===== src/rtl/fsm_job_arbiter.sv =====
// Round-robin arbiter that shares one start/busy worker among N_REQ requesters.
// Issues a one-cycle start, tracks busy through the job, and returns ack or err to the owner.
//
// state   | meaning
// --------+---------------------------------------------------------------
// IDLE    | no job owned; arbitrate among pending requests
// ISSUE   | start pulsed; waiting up to START_WAIT cycles for busy to rise
// RUN     | worker busy; waiting for busy to fall or the run limit
// RELEASE | grant dropped, ack/err pulse visible; pointer advances
module fsm_job_arbiter #(
    parameter int N_REQ      = 4,
    parameter int START_WAIT = 8,
    parameter int RUN_LIMIT  = 255
) (
    input  logic             clk,
    input  logic             reset,
    input  logic [N_REQ-1:0] req,
    output logic [N_REQ-1:0] gnt,
    output logic [N_REQ-1:0] ack,
    output logic [N_REQ-1:0] err,
    output logic             wk_start,
    input  logic             wk_busy,
    output logic [1:0]       state
);

    typedef enum logic [1:0] {
        IDLE    = 2'b00,
        ISSUE   = 2'b01,
        RUN     = 2'b10,
        RELEASE = 2'b11
    } state_t;

    localparam int CNT_MAX = (START_WAIT > RUN_LIMIT) ? START_WAIT : RUN_LIMIT;
    localparam int CW      = $clog2(CNT_MAX + 1);
    localparam int IW      = $clog2(N_REQ);

    localparam logic [CW-1:0] START_TC     = CW'(START_WAIT - 1);
    localparam logic [CW-1:0] RUN_TC       = CW'(RUN_LIMIT - 1);
    localparam bit            RUN_LIMIT_EN = (RUN_LIMIT != 0);
    localparam logic [IW-1:0] LAST_RST     = IW'(N_REQ - 1);

    state_t           state_q, state_n;
    logic [CW-1:0]    cnt_q, cnt_n;
    logic [IW-1:0]    winner_q, winner_n;
    logic [IW-1:0]    last_q, last_n;
    logic [N_REQ-1:0] gnt_q, gnt_n;
    logic [N_REQ-1:0] ack_q, ack_n;
    logic [N_REQ-1:0] err_q, err_n;
    logic             start_q, start_n;

    logic [IW-1:0]    pick;
    logic             req_any;
    int               idx;

    function automatic logic [N_REQ-1:0] onehot(input logic [IW-1:0] i);
        logic [N_REQ-1:0] v;
        v    = '0;
        v[i] = 1'b1;
        return v;
    endfunction

    // Scan from farthest to nearest offset so the nearest set bit after last_q wins.
    always_comb begin
        pick    = '0;
        req_any = 1'b0;
        idx     = 0;
        for (int i = N_REQ; i >= 1; i--) begin
            idx = (int'(last_q) + i) % N_REQ;
            if (req[IW'(idx)]) begin
                pick    = IW'(idx);
                req_any = 1'b1;
            end
        end
    end

    always_comb begin
        state_n  = state_q;
        cnt_n    = cnt_q;
        winner_n = winner_q;
        last_n   = last_q;
        gnt_n    = gnt_q;
        ack_n    = '0;
        err_n    = '0;
        start_n  = 1'b0;

        case (state_q)
            IDLE: begin
                gnt_n = '0;
                if (req_any) begin
                    winner_n = pick;
                    gnt_n    = onehot(pick);
                    start_n  = 1'b1;
                    cnt_n    = '0;
                    state_n  = ISSUE;
                end
            end

            ISSUE: begin
                cnt_n = cnt_q + 1'b1;
                if (wk_busy) begin
                    cnt_n   = '0;
                    state_n = RUN;
                end else if (cnt_q == START_TC) begin
                    err_n   = onehot(winner_q);
                    gnt_n   = '0;
                    state_n = RELEASE;
                end
            end

            RUN: begin
                if (cnt_q != '1) begin
                    cnt_n = cnt_q + 1'b1;
                end
                if (!wk_busy) begin
                    ack_n   = onehot(winner_q);
                    gnt_n   = '0;
                    state_n = RELEASE;
                end else if (RUN_LIMIT_EN && (cnt_q == RUN_TC)) begin
                    err_n   = onehot(winner_q);
                    gnt_n   = '0;
                    state_n = RELEASE;
                end
            end

            RELEASE: begin
                gnt_n   = '0;
                last_n  = winner_q;
                state_n = IDLE;
            end

            default: begin
                gnt_n   = '0;
                state_n = IDLE;
            end
        endcase
    end

    always_ff @(posedge clk) begin
        if (!reset) begin
            state_q  <= IDLE;
            cnt_q    <= '0;
            winner_q <= '0;
            last_q   <= LAST_RST;
            gnt_q    <= '0;
            ack_q    <= '0;
            err_q    <= '0;
            start_q  <= 1'b0;
        end else begin
            state_q  <= state_n;
            cnt_q    <= cnt_n;
            winner_q <= winner_n;
            last_q   <= last_n;
            gnt_q    <= gnt_n;
            ack_q    <= ack_n;
            err_q    <= err_n;
            start_q  <= start_n;
        end
    end

    assign gnt      = gnt_q;
    assign ack      = ack_q;
    assign err      = err_q;
    assign wk_start = start_q;
    assign state    = state_q;

endmodule


===== config.mk =====
export PLATFORM = sky130hd
export DESIGN_NAME = fsm_job_arbiter
export DESIGN_NICKNAME = d
export VERILOG_FILES = /design/src/rtl/fsm_job_arbiter.sv
export SDC_FILE = /design/constraint.sdc
export NUM_CORES = 1
export LEC_CHECK = 0
export ABC_AREA = 1
export CAP_MARGIN = 40
export CORE_MARGIN = 1.5
export CORE_UTILIZATION = 48
export CTS_CLUSTER_DIAMETER = 120
export DETAILED_ROUTE_END_ITERATION = 8
export PLACE_DENSITY = 0.86
export SYNTH_ARGS = -nofsm -noshare
export SYNTH_HDL_FRONTEND = slang
export SYNTH_SLANG_ARGS = --single-unit
export TNS_END_PERCENT = 1

===== constraint.sdc =====
create_clock -name clk -period 1.4 [get_ports clk]
set_input_delay 0.35 -clock clk [delete_from_list [all_inputs] [get_ports clk]]
set_output_delay 0.35 -clock clk [all_outputs]
set_load 0.02 [all_outputs]

==> results of run 1 <==
## cells by family after synthesis
logic type / share of synthesized area
compound gates: 0.134
fa+ha+maj: 0.0661
buf+inv: 0.0793
flops: 0.357
simple gates: 0.364
## worst register-to-register path: cells and delay by family (launching register included)
family / cells / cell delay (ns)
buffers and inverters: 3 / 0.34
DFF: 1 / 0.42
and+or+nand+nor: 4 / 0.44
AOI/OAI and AO/OA: 1 / 0.13
adders and majority gates: 1 / 0.18
## sequential cells by signal, indices dropped and copies added (netlist names)
name / flops
ack: 4
winner_q: 2
gnt: 4
wk_start: 1
err: 4
cnt_q: 8
state: 2
last_q: 2
## through the flow
stage	hold WS [ns]	cells	area [um^2]	setup TNS [ns]
after floorplan	0.495	216	1530	0
after detailed placement	0.460	304	1980	-6.47
after global placement	0.452	304	1980	-5.65
after CTS	0.478	308	2000	-1.02
final	0.482	311	2120	-0.811
after global routing	0.499	311	2120	-2.47
## power breakdown
part           switching [mW]  internal (mW)  total (mW)
Clock                   0.256          0.112       0.368
Sequential              0.166          0.928        1.09
Combinational            1.24          0.914        2.15
## layout make-up
class / count / share of cell area
Clock buffer: 3 / 0.0106
Clock inverter: 1 / 0.00295
Inverter: 26 / 0.0532
Multi-Input combinational cell: 161 / 0.451
Sequential cell: 27 / 0.265
Tap cell: 44 / 0.0260
Timing Repair Buffer: 49 / 0.192
## worst min-delay path by stage
stage | slack [ns] | from | cells after the start | endpoint
2_1_floorplan | 0.49 | cnt_q[2] | 2 | cnt_q[2]
3_3_place_gp | 0.45 | gnt[3] | 2 | gnt[3]
3_5_place_dp | 0.46 | gnt[1] | 2 | gnt[1]
4_1_cts | 0.48 | gnt[1] | 2 | gnt[1]
5_1_grt | 0.50 | gnt[1] | 2 | gnt[1]
6_report | 0.48 | gnt[1] | 2 | gnt[1]
## repair_timing
action / CTS / global route
setup endpoints to repair: 34 / 26
setup buffers: 0 / 3
hold buffers: 0 / 0
hold endpoints to repair: 0 / 0
pin swaps: 0 / 13
gates resized for setup: 25 / 44
## cell usage in the layout (no fill, tap or decap), drive strengths merged
master	instances
nand2	66
and3	2
inv	26
o21bai	1
dfxtp	27
clkinv	1
nor3	7
buf	29
o211a	1
a21oi	13
dlygate4sd2	9
a211oi	1
o21ai	15
a31oi	1
nand3	16
o21a	1
nor2	28
clkdlybuf4s50	6
ha	8
o211ai	1
clkbuf	5
clkdlybuf4s15	3
## metal layers
metal,vias to the layer above,share of wire
met5,-,0
met4,0,0.0076
met3,5,0.047
met2,56,0.51
met1,687,0.43
li1,798,-
==> impl_metrics.sql, run 1 <==
INSERT INTO impl_metrics (metric_group, metric, value, unit) VALUES
('power_and_ir_drop', 'pwr_total', '3.62', 'mW'),
('grt', 'groute.usage.overall', '0.199', ''),
('flow_run', 'maxCapViolations', '0', ''),
('clocking', 'tritoncts', 'done', ''),
('layout', 'multiInputGateArea', '955', 'um^2'),
('placement', 'numPortBuffers', '21', ''),
('die', 'dieArea', '3500', 'um^2'),
('sta', 'fin_ws', '-0.154', 'ns'),
('worst_setup_path', 'critical_path.max_stage_delay', '0.42', 'ns'),
('logic_synthesis', 'asyncSetResetFlopFracSynth', '0', ''),
('sta', 'rsz_0062_raised_after_global_routing', 'true', ''),
('grt', 'grt_start_max_net_pins', '17', ''),
('worst_setup_path', 'critPathKind', 'reg -> reg', ''),
('sta', 'final-setup-viol-count', '16', ''),
('routing', 'pre_repair_dr_iteration_count', '4', ''),
('sta', 'hold_violations_final', '0', ''),
('status', 'status', 'finished with violations', ''),
('grt', 'grt_pass1_vias', '1321', ''),
('sta', 'timing_max_transition_violations_final', '0', ''),
('routing', 'detail_route.iter0.violations', '53', ''),
('worst_setup_path', 'crit_path_end_kind', 'flop', ''),
('routing', 'routedWlPerCell', '12.3', 'um'),
('grt', 'busiest_layer', 'met2', ''),
('logic_synthesis', 'synth-seq-area-share', '0.357', ''),
('clocking', 'cts-root-buf', 'clkbuf_4', ''),
('worst_setup_path', 'r2r_end', 'gnt[1]', ''),
('die', 'design.portCount', '22', ''),
('logic_synthesis', 'synthDistinctLibCells', '29', ''),
('logic_synthesis', 'synth_ff_type', 'dfxtp_1', ''),
('layout', 'areaGrowthSynthToFinish', '39.9', '%'),
('sta', 'max_transition_margin', '0.814', ''),
('placement', 'global_placement_routability_congestion', '0.821', ''),
('layout', 'final_standard_cell_utilization_of_the_core', '0.700', ''),
('logic_synthesis', 'synth_fp_nets', '231', ''),
('sta', 'worst_skew', '0.00649', 'ns'),
('clocking', 'worstSkewPairLatency', '0.34', 'ns'),
('routing', 'num_vias', '1546', ''),
('layout', 'diodes', '0', ''),
('clocking', 'cts.reportedPaths.clkPinSlew', '0.16', 'ns'),
('worst_setup_path', 'timing.critical_path.cells', 'inv_4, ha_2, buf_4, nand2_2, nand3_4, nor2_4, buf_4, nand3_1, a21oi_1', ''),
('clocking', 'clock_tree.buffer_depth', '2', ''),
('worst_setup_path', 'cpLargestDelayFamily', 'simple AND/OR/NAND/NOR gates', ''),
('logic_synthesis', 'synth_edf_count', '0', ''),
('routing', 'detail_route.drc_violations', '0', ''),
('grt', 'grt_util_met2', '0.346', ''),
('worst_setup_path', 'number_of_buffer_and_inverter_stages_on_the_critical_path', '3', ''),
('die', 'die_h', '59.2', 'um'),
('sta', 'finalCriticalPeriod', '1.55', 'ns'),
('grt', 'number_of_antenna_violations_at_the_first_check_in_global_routing', '0', ''),
('worst_setup_path', 'crit_path_top_delay_cell', 'dfxtp_4', ''),
('worst_setup_path', 'worst_setup_path_startpoint', 'state[1]', ''),
('worst_setup_path', 'worst_r2r_startpoint', 'state[1]', ''),
('logic_synthesis', 'synth-warning-count', '0', ''),
('logic_synthesis', 'synth.top_cells.by_area', 'dfxtp_1, nand2_1, ha_1', ''),
('worst_setup_path', 'worst-r2r-cell-count', '9', ''),
('power_and_ir_drop', 'leak', '1.01', 'nW'),
('sta', 'fmaxAchievable', '644', 'MHz'),
('layout', 'fillCellCount', '221', ''),
('worst_setup_path', 'critPathArrivalTime', '1.85', 'ns'),
('clocking', 'cts_max_level', '1', ''),
('routing', 'route.final.wire_length', '3.84', 'mm'),
('die', 'chipWidth', '59.2', 'um'),
('die', 'core_region_area', '3030', 'um^2'),
('worst_setup_path', 'r2r_setup_slack', '-0.15', 'ns'),
('grt', 'grt.overflow.total', '0', ''),
('worst_setup_path', 'critical_path.max_fanout', '5', ''),
('routing', 'vias_per_cell', '4.97', ''),
('worst_setup_path', 'critPathCapture', 'gnt[1]', ''),
('status', 'violations', 'setup timing', ''),
('worst_setup_path', 'timing.critical_path.required', '1.69', 'ns'),
('clocking', 'cts_num_sinks', '27', '');
Note: power is estimated with default switching activity, not from simulation.
==> run 2: changes to the inputs <==
--- a/config.mk
+++ b/config.mk
@@ -9,9 +9,9 @@
 export CAP_MARGIN = 40
 export CORE_MARGIN = 1.5
 export CORE_UTILIZATION = 48
-export CTS_CLUSTER_DIAMETER = 120
+export CTS_CLUSTER_DIAMETER = 50
 export DETAILED_ROUTE_END_ITERATION = 8
-export PLACE_DENSITY = 0.86
+export PLACE_DENSITY = 0.75
 export SYNTH_ARGS = -nofsm -noshare
 export SYNTH_HDL_FRONTEND = slang
 export SYNTH_SLANG_ARGS = --single-unit
==> impl_metrics.sql, run 2 (synthesis gave the netlist of run 1 again) <==
INSERT INTO impl_metrics (metric_group, metric, value, unit) VALUES
('status', 'status', 'finished with violations', ''),
('status', 'violations', 'setup timing', ''),
('placement', 'place_ws', '-0.376', 'ns'),
('die', 'num_rows', '20', ''),
('power_and_ir_drop', 'power-per-cell-area', '1640', 'nW/um^2'),
('grt', 'groute.usage.overall', '0.188', ''),
('worst_setup_path', 'r2r_end', 'gnt[0]', ''),
('hold_path', 'worstHoldPathCells', '2', ''),
('placement', 'dp_hpwl', '2.37', 'mm'),
('layout', 'areaGrowthSynthToFinish', '42.6', '%'),
('die', 'chipWidth', '59.2', 'um'),
('clocking', 'postCtsHoldBufs', '0', ''),
('sta', 'final_hold_slack', '0.469', 'ns'),
('sta', 'finalCriticalPeriod', '1.48', 'ns'),
('worst_setup_path', 'critPathKind', 'reg -> reg', ''),
('grt', 'grt_start_max_net_pins', '17', ''),
('clocking', 'cts_num_sinks', '27', ''),
('clocking', 'cts_max_level', '1', ''),
('sta', 'hold_violations_final', '0', ''),
('layout', 'regMostFlops', 'cnt_q', ''),
('placement', 'place_inst', '302', ''),
('clocking', 'clock_tree.buffer_depth', '2', ''),
('layout', 'largest_register_ff_count', '8', ''),
('routing', 'postRouteAntennaNets', '0', ''),
('clocking', 'cts.reportedPaths.clkPinSlew', '0.14', 'ns'),
('clocking', 'tritoncts', 'done', ''),
('layout', 'multiInputGateArea', '992', 'um^2'),
('sta', 'worst_pin_slew', '0.269', 'ns'),
('routing', 'vias_per_cell', '4.74', ''),
('placement', 'numPortBuffers', '21', ''),
('grt', 'wire_length_of_the_first_global_routing_pass', '5.13', 'mm'),
('die', 'dieArea', '3500', 'um^2'),
('worst_setup_path', 'timing.critical_path.required', '1.67', 'ns'),
('sta', 'final-setup-viol-count', '8', ''),
('layout', 'diodes', '0', ''),
('routing', 'routedWlPerCell', '10.5', 'um'),
('routing', 'route.final.wire_length', '3.26', 'mm'),
('worst_setup_path', 'critPathArrivalTime', '1.75', 'ns'),
('hold_path', 'hold_path_end', 'gnt[3]', ''),
('layout', 'layout.cells.most_common', 'nand2_1', ''),
('layout', 'sequential_cell_area', '559', 'um^2'),
('hold_path', 'worstHoldPathType', 'reg -> reg', ''),
('worst_setup_path', 'worst_r2r_startpoint', 'state[0]', ''),
('worst_setup_path', 'timing.critical_path.from_type', 'flop', ''),
('hold_path', 'min_from', 'gnt[3]', ''),
('die', 'design.portCount', '22', ''),
('die', 'die_h', '59.2', 'um'),
('worst_setup_path', 'critical_path.max_fanout', '5', ''),
('routing', 'detail_route.drc_violations', '0', ''),
('power_and_ir_drop', 'leak', '1.03', 'nW'),
('layout', 'design_area', '2160', 'um^2'),
('routing', 'pre_repair_dr_iteration_count', '4', ''),
('sta', 'min_period_over_period', '1.06', ''),
('die', 'core_region_area', '3030', 'um^2'),
('layout', 'finalNetCount', '283', ''),
('worst_setup_path', 'worst-r2r-cell-count', '11', ''),
('power_and_ir_drop', 'vdd_ir_drop_max', '865', 'uV'),
('clocking', 'worstSkewPairLatency', '0.33', 'ns'),
('placement', 'global_placement_routability_congestion', '0.849', ''),
('placement', 'dpl_cell_area', '1970', 'um^2'),
('routing', 'detail_route.iter0.violations', '42', ''),
('sta', 'worst_skew', '0.00857', 'ns'),
('sta', 'timing_max_transition_violations_final', '0', ''),
('clocking', 'cts-root-buf', 'clkbuf_4', ''),
('routing', 'num_vias', '1473', ''),
('flow_run', 'maxCapViolations', '0', ''),
('grt', 'grt.overflow.total', '0', ''),
('worst_setup_path', 'r2r_setup_slack', '-0.08', 'ns'),
('sta', 'fin_ws', '-0.0793', 'ns'),
('layout', 'fillCellCount', '251', ''),
('die', 'initial_core_util', '0.500', ''),
('sta', 'fmaxAchievable', '676', 'MHz'),
('grt', 'grt_pass1_vias', '1173', ''),
('sta', 'rsz_0062_raised_after_global_routing', 'true', ''),
('grt', 'number_of_antenna_violations_at_the_first_check_in_global_routing', '0', ''),
('layout', 'final_cells', '311', ''),
('layout', 'drive_gt1_frac', '0.337', ''),
('worst_setup_path', 'crit_path_end_kind', 'flop', ''),
('layout', 'layout.cells.most_common_list', 'nand2_1, buf_4, dfxtp_1', ''),
('clocking', 'cts_buffers', '3', ''),
('sta', 'max_transition_margin', '0.819', '');
run 2: critical path, stage by stage, from the launching register on:
cell and delay, ns:
dfxtp_4 0.43, inv_4 0.06, ha_4 0.17, nand2_1 0.08, inv_1 0.06, nand2_4 0.07
nand3_4 0.09, nor2_4 0.14, nand3_2 0.10, nor2_2 0.11, nor2_1 0.05, nor2_1 0.08
run 2: final cells by class:
type / count / share of cell area
clock buffer: 3 / 0.0104
clock inverter: 1 / 0.00290
inverter: 26 / 0.0533
multi-input combinational: 161 / 0.460
sequential: 27 / 0.259
tap: 44 / 0.0255
timing repair buffer: 49 / 0.189
run 2: per-stage QoR:
stage	TNS [ns]	power [mW]	utilization
6_report	-0.281	3.55	0.713
3_3_place_gp	-5.64	2.89	0.650
4_1_cts	-0.544	3.24	0.659
5_1_grt	-1.64	3.82	0.713
2_1_floorplan	0	2.22	-
3_5_place_dp	-5.92	2.92	0.650
run 2: worst max path at each step:
| stage | end | startpoint |
|---|---|---|
| final | gnt[0] | state[0] |
| after global routing | gnt[0] | state[0] |
| after CTS | gnt[2] | state[0] |
| after detailed placement | cnt_q[3] | req[3] |
| after global placement | gnt[2] | req[0] |
| after floorplan | cnt_q[3] | state[1] |
run 2: metal layers:
layer	GRT usage	up-vias	wire length (um)
li1	-	800	-
met1	0.268	640	1600
met2	0.294	31	1540
met3	0.0349	2	119
met4	0.0455	0	13
met5	0	-	0
run 2: repair_timing:
| item | CTS | global route |
|---|---|---|
| endpoints found under the setup margin | 33 | 23 |
| setup buffers | 0 | 5 |
| pin swaps | 1 | 17 |
| resized for setup | 27 | 45 |
run 2: where the power goes:
group / switching, mW / internal [mW]
registers: 0.179 / 0.929
clock network: 0.228 / 0.111
logic: 1.16 / 0.940
